### config.mk
export PLATFORM = sky130hd
export DESIGN_NAME = volume_ramp_control_flat
export DESIGN_NICKNAME = d
export VERILOG_FILES = /design/src/rtl/volume_ramp_control_if.sv /design/src/rtl/volume_ramp_control.sv /design/src/flat_wrapper.sv
export SDC_FILE = /design/constraint.sdc
export NUM_CORES = 1
export LEC_CHECK = 0
export BUFFER_PORTS_ARGS = -buffer_cell sky130_fd_sc_hd__buf_2
export CAP_MARGIN = 20
export CORE_ASPECT_RATIO = 0.9
export CORE_UTILIZATION = 55
export DETAILED_ROUTE_END_ITERATION = 6
export HOLD_SLACK_MARGIN = 0.06
export PLACE_DENSITY = 0.75
export SYNTH_ARGS = -nofsm -noshare
export SYNTH_HDL_FRONTEND = slang
export SYNTH_SLANG_ARGS = --single-unit
### constraint.sdc
create_clock -name clk -period 19.7 [get_ports clk]
set_clock_uncertainty 0.1 [all_clocks]
set_input_delay 3.94 -clock clk [delete_from_list [all_inputs] [get_ports clk]]
set_output_delay 3.94 -clock clk [all_outputs]
set_load 0.05 [all_outputs]
### src/rtl/volume_ramp_control_if.sv
// Control bundle between the button/tick front end and the volume ramp block.
// The ramp block takes the slave side; its user takes the master side.
interface volume_ramp_control_if #(
  parameter int AUDIO_W = 16,
  parameter int LEVEL_W = 4
);
  logic               tick;
  logic               vol_up;
  logic               vol_down;
  logic               mute_toggle;
  logic [LEVEL_W-1:0] level;
  logic               muted;
  logic               ramping;
  logic [AUDIO_W-1:0] audio_max;
  logic [AUDIO_W-1:0] audio_min;

  modport master (
    output tick, vol_up, vol_down, mute_toggle,
    input  level, muted, ramping, audio_max, audio_min
  );

  modport slave (
    input  tick, vol_up, vol_down, mute_toggle,
    output level, muted, ramping, audio_max, audio_min
  );
endinterface

### src/rtl/volume_ramp_control.sv
// Saturating volume level with mute; the output amplitude slews toward the
// level's target by at most RAMP_STEP per tick so changes never click.
module volume_ramp_control #(
  parameter int AUDIO_W   = 16,
  parameter int LEVEL_W   = 4,
  parameter int MAX_LEVEL = 15,
  parameter int STEP      = 1400,
  parameter int RAMP_STEP = 100
) (
  input  logic                 clk,
  input  logic                 rst,
  volume_ramp_control_if.slave bus
);

  // One spare bit so target and distance arithmetic never wraps.
  localparam int CALC_W = AUDIO_W + 1;

  typedef enum logic [1:0] {
    RAMP_HOLD,
    RAMP_RISE,
    RAMP_FALL
  } ramp_dir_t;

  logic [LEVEL_W-1:0] level_q, level_d;
  logic               muted_q, muted_d;
  logic [AUDIO_W-1:0] cur_q, cur_d;
  logic [CALC_W-1:0]  target;
  logic [CALC_W-1:0]  cur_ext;
  logic [CALC_W-1:0]  gap;
  ramp_dir_t          ramp_dir;

  always_comb begin
    level_d = level_q;
    if (bus.vol_up && !bus.vol_down && level_q != LEVEL_W'(MAX_LEVEL)) begin
      level_d = level_q + 1'b1;
    end else if (bus.vol_down && !bus.vol_up && level_q != '0) begin
      level_d = level_q - 1'b1;
    end
    muted_d = muted_q ^ bus.mute_toggle;
  end

  always_comb begin
    target = '0;
    if (!muted_q) begin
      target = CALC_W'(STEP) * (CALC_W'(level_q) + CALC_W'(1));
    end
  end

  assign cur_ext = {1'b0, cur_q};

  always_comb begin
    ramp_dir = RAMP_HOLD;
    gap      = '0;
    if (cur_ext < target) begin
      ramp_dir = RAMP_RISE;
      gap      = target - cur_ext;
    end else if (cur_ext > target) begin
      ramp_dir = RAMP_FALL;
      gap      = cur_ext - target;
    end
  end

  // Land exactly on the target once it is within one step.
  always_comb begin
    cur_d = cur_q;
    if (bus.tick) begin
      case (ramp_dir)
        RAMP_RISE: cur_d = (gap > CALC_W'(RAMP_STEP)) ? cur_q + AUDIO_W'(RAMP_STEP)
                                                     : target[AUDIO_W-1:0];
        RAMP_FALL: cur_d = (gap > CALC_W'(RAMP_STEP)) ? cur_q - AUDIO_W'(RAMP_STEP)
                                                     : target[AUDIO_W-1:0];
        default:   cur_d = cur_q;
      endcase
    end
  end

  always_ff @(posedge clk or posedge rst) begin
    if (rst) begin
      level_q <= '0;
      muted_q <= 1'b0;
      cur_q   <= AUDIO_W'(STEP);
    end else begin
      level_q <= level_d;
      muted_q <= muted_d;
      cur_q   <= cur_d;
    end
  end

  assign bus.level     = level_q;
  assign bus.muted     = muted_q;
  assign bus.audio_max = cur_q;
  assign bus.audio_min = '0 - cur_q;
  assign bus.ramping   = (cur_ext != target);

endmodule
### src/flat_wrapper.sv
// flat-port wrapper written by rule: the top's interface ports become plain ports
module volume_ramp_control_flat 
#(
  parameter int AUDIO_W   = 16,
  parameter int LEVEL_W   = 4,
  parameter int MAX_LEVEL = 15,
  parameter int STEP      = 1400,
  parameter int RAMP_STEP = 100
)
  (clk, rst, bus_tick, bus_vol_up, bus_vol_down, bus_mute_toggle, bus_level, bus_muted, bus_ramping, bus_audio_max, bus_audio_min);
  volume_ramp_control_if #(.AUDIO_W(AUDIO_W), .LEVEL_W(LEVEL_W)) bus_i ();
  input  logic clk;
  input  logic rst;
  input wire logic [$bits(bus_i.tick)-1:0] bus_tick;
  input wire logic [$bits(bus_i.vol_up)-1:0] bus_vol_up;
  input wire logic [$bits(bus_i.vol_down)-1:0] bus_vol_down;
  input wire logic [$bits(bus_i.mute_toggle)-1:0] bus_mute_toggle;
  output wire logic [$bits(bus_i.level)-1:0] bus_level;
  output wire logic [$bits(bus_i.muted)-1:0] bus_muted;
  output wire logic [$bits(bus_i.ramping)-1:0] bus_ramping;
  output wire logic [$bits(bus_i.audio_max)-1:0] bus_audio_max;
  output wire logic [$bits(bus_i.audio_min)-1:0] bus_audio_min;
  assign bus_i.tick = bus_tick;
  assign bus_i.vol_up = bus_vol_up;
  assign bus_i.vol_down = bus_vol_down;
  assign bus_i.mute_toggle = bus_mute_toggle;
  assign bus_level = bus_i.level;
  assign bus_muted = bus_i.muted;
  assign bus_ramping = bus_i.ramping;
  assign bus_audio_max = bus_i.audio_max;
  assign bus_audio_min = bus_i.audio_min;
  volume_ramp_control #(.AUDIO_W(AUDIO_W), .LEVEL_W(LEVEL_W), .MAX_LEVEL(MAX_LEVEL), .STEP(STEP), .RAMP_STEP(RAMP_STEP)) u_core (.clk(clk), .rst(rst), .bus(bus_i));
endmodule
==> results of run 1 <==
-- layout make-up --
| cell class | instances | area (sq um) | share of cell area, % |
|---|---|---|---|
| Multi-Input combinational cell | 490 | 3661 | 77.00 |
| Timing Repair Buffer | 43 | 231.5 | 4.868 |
| Clock buffer | 4 | 45.04 | 0.9474 |
| Sequential cell | 19 | 483.0 | 10.16 |
| Inverter | 57 | 214.0 | 4.500 |
| Tap cell | 96 | 120.1 | 2.526 |
-- worst paths after layout --
path	start	endpoint	slack (ns)
min in group asynchronous	rst	u_core.bus.audio_max[13]	3.70
max in group asynchronous	rst	u_core.bus.audio_max[2]	15.31
setup / recovery	u_core.bus.level[0]	bus_ramping	9.28
setup reg to reg	u_core.bus.level[0]	u_core.bus.audio_max[12]	11.86
hold reg to reg	u_core.bus.audio_max[3]	u_core.bus.audio_max[3]	0.43
hold / removal	u_core.bus.audio_max[3]	u_core.bus.audio_max[3]	0.43
-- metal layers --
metal  global-route usage, %  vias up  part of all wire, %
met1                   45.45     2126                   46
met5                       0        -                    0
met4                   11.76        0                  3.3
met3                   4.629       42                  9.7
li1                        -     2179                    -
met2                   47.62      277                   41
-- synth_stat cells, types with 12 or more instances --
cell / n
a21o_1: 13
a21oi_1: 40
buf_2: 13
dfrtp_1: 13
fa_1: 12
ha_1: 60
inv_1: 55
mux2i_1: 18
nand2_1: 43
nand3_1: 24
nor2_1: 36
nor3_1: 21
o21ai_0: 22
xnor2_1: 24
-- worst min-delay path, stage by stage, from the launching register on --
cell and delay [ns]:
dfstp_2 0.41, nand2_1 0.06, o21ai_1 0.05
-- flip-flops by register name, summed over array words and instances, names as in the netlist --
signal                count
u_core.bus.audio_max     14
u_core.bus.level          4
u_core.bus.muted          1
-- logic make-up after synthesis --
family | Yosys count | share of synthesized area (%)
adders and majority gates | 72 | 21.99
and+or+nand+nor | 199 | 22.91
muxes | 19 | 4.249
buffers and inverters | 87 | 8.359
other | 1 | 0.08323
xor gates and xnor gates | 31 | 6.026
DFF | 19 | 10.72
AOI/OAI and AO/OA | 165 | 25.66
-- per-stage QoR --
stage | hold WS, ns | utilization [%] | std cells | worst slack (ns) | area, sq um
2_1_floorplan | 0.5061 | - | 596 | 10.01 | 4517
3_3_place_gp | 0.4166 | 60.63 | 703 | 9.973 | 4688
3_5_place_dp | 0.4178 | 60.76 | 704 | 9.691 | 4698
4_1_cts | 0.4294 | 61.34 | 708 | 9.371 | 4743
5_1_grt | 0.4497 | 61.49 | 709 | 8.890 | 4755
6_report | 0.4268 | 61.49 | 709 | 9.275 | 4755
-- cells in the final DEF (no fill, tap or decap), types with 4 or more instances in the layout --
cell type	instances
o21ai_1	4
mux2i_1	18
a211oi_1	6
nor4_1	10
a21oi_1	40
o21ai_0	22
a21boi_1	5
buf_2	39
nor2b_1	11
xor2_1	7
nor2_1	36
dfstp_2	6
ha_1	60
or3_1	9
o221ai_1	5
xnor2_1	24
a21o_1	13
and3_1	7
o22a_1	4
a211o_1	4
fa_1	12
nand2_1	43
nand2b_1	11
o21a_1	10
nor3_1	21
nand4_1	6
conb_1	4
o211ai_1	11
inv_1	55
dfrtp_1	13
nand3_1	24
==> flow_summary.yaml, run 1 <==
clock_network:
  worstSkewPairLatency_ns: 0.27
  clock_path_buffers: 2
  cts_setup_buffers: 0
  cts_sinks: 19
  htreeDepth: 1
  hold_buffers: 0
  clock-root-buffer: "clkbuf_8"
  cts_resized: 0
  cts-buffers-inserted: 3
  clkSlewWorstSetupHoldPaths_ns: 0.07
  tritoncts: "built"
setup_path:
  crit_chain: "nand3_1 -> xnor2_1 -> fa_1 -> fa_1 -> inv_1 -> ha_1 -> ha_1 -> nor2b_1 -> o21a_1 -> o21a_1 -> o21a_1 -> o21ai_0 -> or3b_2 -> inv_1 -> ha_1 -> nand4_1 -> nor4_1 -> nand2_1 -> buf_2"
  cp_max_fo: 14
  crit_slowest_cell: "dfrtp_1"
  end_kind: "output port"
  start_kind: "flop"
  reg2reg_depth: 24
  max_stage_delay_ns: 0.69
  worstPathRequired_ns: 15.66
  cp_data_arrival_time_ns: 6.38
  critPathKind: "reg2out"
  path_buf_inv: 3
  cp.depth: 19
  critical_path.top_delay_family: "adder cells"
synth:
  synth-main-ff-cell: "dfrtp_1"
  async_reset_ff_share_pct: 100.0
  ys_types: 74
  ys_ff_latch: 19
  seq_area_frac_synth_pct: 10.72
  netlist_area_sq_um: 4506
  synth_warnings: 0
  netlist_instances: 593
  syn_avg_cell_area_sq_um: 7.598
  synth_top_area_cell: "ha_1"
  synth_top_area_share_pct: 16.66
  synth_edf_count: 0
  synth_area_leaders: "ha_1, dfrtp_1, fa_1"
timing:
  setup_viol: 0
  rsz0062_at_grt: "no"
  tns_ns: 0
  slew_viol_final: 0
  hold_viol: 0
  tightest_slew_ns: 0.7779
  max_freq_ghz: 0.09593
  max_slew_margin_pct: 48.08
  layout_min_cycle_time_ns: 10.42
  fin_crit_sh_pct: 52.92
global_route:
  grt_antenna_before_repair: 0
  grt_overflow: 0
  grt_pass1_vias: 4259
  grt_max_degree: 30
  grt_use_total_pct: 31.47
  grt_pass1_wl_mm: 21.65
drt:
  drc: 3
  drtIter0Drc: 412
  postRouteAntennaNets: 0
  route.vias.total: 4624
  wirelength_mm: 13.34
  vias_per_cell: 6.522
  post_drt_wl_per_cell_um: 18.82
  first_pass_iters: 7
floorplanning:
  initial_utilization_pct: 58.27
  rows: 30
  die_x_um: 97.41
  die-area_sq_um: 8558
  die_h_um: 87.87
  io_pins: 44
  core_sq_um: 7732
hold_path:
  hp-class: "reg2reg"
  min_path_cells: 2
cells_and_area:
  layout-drive-gt1-share_pct: 11.09
  fillers: 716
  nets: 692
  antenna_cells: 0
  syn2layout_area_growth_pct: 5.526
place:
  io_buffers: 39
  finalWeightedCongestion: 1.001
  hpwl_mm: 10.64
run:
  cap_violations: 0
outcome:
  violations: "DRC"
  status: "finished, violations left"
Power of run 1 is left out: the tool's default activity adds up to more than one toggle a clock period on the data nets, which glitch-free logic cannot reach.
==> run 2: changes to the inputs <==
--- a/config.mk
+++ b/config.mk
@@ -5,13 +5,14 @@
 export SDC_FILE = /design/constraint.sdc
 export NUM_CORES = 1
 export LEC_CHECK = 0
+export ABC_AREA = 1
 export BUFFER_PORTS_ARGS = -buffer_cell sky130_fd_sc_hd__buf_2
 export CAP_MARGIN = 20
 export CORE_ASPECT_RATIO = 0.9
 export CORE_UTILIZATION = 55
 export DETAILED_ROUTE_END_ITERATION = 6
 export HOLD_SLACK_MARGIN = 0.06
-export PLACE_DENSITY = 0.75
+export PLACE_DENSITY = 0.78
 export SYNTH_ARGS = -nofsm -noshare
 export SYNTH_HDL_FRONTEND = slang
 export SYNTH_SLANG_ARGS = --single-unit
==> constraint.sdc (replaced) <==
create_clock -name clk -period 9.3 [get_ports clk]
set_clock_uncertainty 0.1 [all_clocks]
set_input_delay 1.86 -clock clk [delete_from_list [all_inputs] [get_ports clk]]
set_output_delay 1.86 -clock clk [all_outputs]
set_load 0.05 [all_outputs]
==> run 2 against run 1 <==
  * The run now ends clean
  * Largest cell class unchanged
  * Critical path type unchanged
  * Worst setup slack lost 8.0 ns
  * Sequential share of layout area shrank 0.38 points
  * Synthesized area grew 3.7%
==> flow_summary.yaml, run 2 <==
outcome:
  status: "finished clean"
timing:
  max_freq_ghz: 0.1244
  hold_viol: 0
  layout_min_cycle_time_ns: 8.036
  tns_ns: 0
  setup_viol: 0
  rsz0062_at_grt: "no"
  slew_viol_final: 0
  max_slew_margin_pct: 50.53
  tightest_slew_ns: 0.7412
  fin_crit_sh_pct: 86.41
floorplanning:
  io_pins: 44
  core_sq_um: 8145
  die_x_um: 99.14
  die_h_um: 89.43
  die-area_sq_um: 8866
  rows: 31
  initial_utilization_pct: 57.34
global_route:
  grt_antenna_before_repair: 0
  grt_use_total_pct: 32.20
  grt_pass1_vias: 4564
  grt_max_degree: 21
  grt_pass1_wl_mm: 22.49
  grt_overflow: 0
synth:
  synth-main-ff-cell: "dfrtp_1"
  synth_most_common_cell: "nand2_1"
  netlist_area_sq_um: 4671
  ys_types: 43
  netlist_instances: 779
  synth_edf_count: 0
  syn_avg_cell_area_sq_um: 5.996
  synthTopCellsByCount: "nand2_1, inv_1, nor2_1"
  synth_warnings: 0
  synth_top_area_share_pct: 18.81
  seq_area_frac_synth_pct: 10.34
  ys_ff_latch: 19
  synth_top_area_cell: "nand2_1"
  async_reset_ff_share_pct: 100.0
  synth_area_leaders: "nand2_1, ha_1, inv_1"
drt:
  first_pass_iters: 5
  post_drt_wl_per_cell_um: 14.97
  vias_per_cell: 5.539
  drtIter0Drc: 488
  route.vias.total: 5029
  wirelength_mm: 13.60
  drc: 0
  postRouteAntennaNets: 0
hold_path:
  hp-start: "u_core.bus.audio_max[3]"
  hp-class: "reg2reg"
clock_network:
  htreeDepth: 1
  clock-root-buffer: "clkbuf_8"
  clock_path_buffers: 2
  worstSkewPairLatency_ns: 0.26
  cts_setup_buffers: 0
  cts_resized: 0
  cts-buffers-inserted: 3
  tritoncts: "built"
  clkSlewWorstSetupHoldPaths_ns: 0.07
  hold_buffers: 0
  cts_sinks: 19
cells_and_area:
  seqCellArea_sq_um: 483.0
  syn2layout_area_growth_pct: 5.786
  layout-drive-gt1-share_pct: 11.00
  fillers: 850
  multi_input_area_sq_um: 3575
  antenna_cells: 0
  final_cells: 908
  postLayoutCoreUtil_pct: 60.66
  mostFrequentLayoutCells: "nand2_1, inv_1, nor2_1, ha_1, nand3_1"
  final_common_cell: "nand2_1"
  largest_reg_flops: 14
  nets: 888
setup_path:
  cpMostUsedCell: "inv_1"
  crit_slowest_cell: "dfrtp_1"
  cp_data_arrival_time_ns: 6.08
  end_kind: "output port"
  cp_max_fo: 12
  startpoint: "u_core.bus.level[0]"
  max_stage_delay_ns: 0.69
  critPathKind: "reg2out"
  start_kind: "flop"
  worstPathRequired_ns: 7.34
  r2r_start: "u_core.bus.level[0]"
place:
  io_buffers: 39
  finalWeightedCongestion: 0.9612
  placed_cells_incl_taps: 904
  hpwl_mm: 11.46
run:
  cap_violations: 0
## run 2: cell families (layout without fill, tap and decap cells)
family | after synthesis | in the layout | share of synthesized area, %
other cells | 1 | 4 | 0.08029
fa+ha+maj | 72 | 72 | 21.22
xor+xnor | 30 | 30 | 5.625
buf+inv | 154 | 181 | 13.37
simple gates | 425 | 425 | 40.02
flops | 19 | 19 | 10.34
compound gates | 78 | 78 | 9.349
## run 2: final cells by class
| cell class | instances | share of cell area (%) |
|---|---|---|
| multi-input combinational | 609 | 72.35 |
| inverter | 138 | 10.48 |
| sequential | 19 | 9.775 |
| timing repair buffer | 39 | 3.950 |
| tap | 99 | 2.507 |
| clock buffer | 3 | 0.8357 |
| clock inverter | 1 | 0.1013 |
## run 2: stage by stage
step	hold WS (ns)	worst slack (ns)	instance area, sq um
3_3_place_gp	0.4151	1.747	4895
6_report	0.4345	1.264	4941
5_1_grt	0.4827	0.7691	4941
3_5_place_dp	0.4216	1.548	4895
2_1_floorplan	0.5129	1.792	4682
4_1_cts	0.4335	1.252	4941
## run 2: final timing paths
check / slack [ns] / depth (start not counted) / to
worst max-delay path: 1.26 / 27 / bus_ramping
worst min-delay path: 0.43 / 2 / u_core.bus.audio_max[3]
worst max register to register: 2.10 / 33 / u_core.bus.audio_max[7]
worst min register to register: 0.43 / 2 / u_core.bus.audio_max[3]
max in group asynchronous: 7.02 / 2 / u_core.bus.audio_max[11]
min in group asynchronous: 1.62 / 2 / u_core.bus.level[2]
## run 2: metal layers
metal	global-route usage (%)	wire length, um	part of all wire (%)
met4	6.551	199	1.5
met1	46.82	6337	47
met2	53.53	5965	44
met5	0	0	0
met3	1.407	1093	8.0
## run 2: critical path, delay by kind of cell, from the launching register on
family / cells / cell delay, ns
fa+ha+maj: 5 / 2.06
xor+xnor: 1 / 0.54
flops: 1 / 0.69
buf+inv: 6 / 0.61
simple gates: 11 / 1.37
compound gates: 4 / 0.54
Power of run 2 is left out for the same reason.
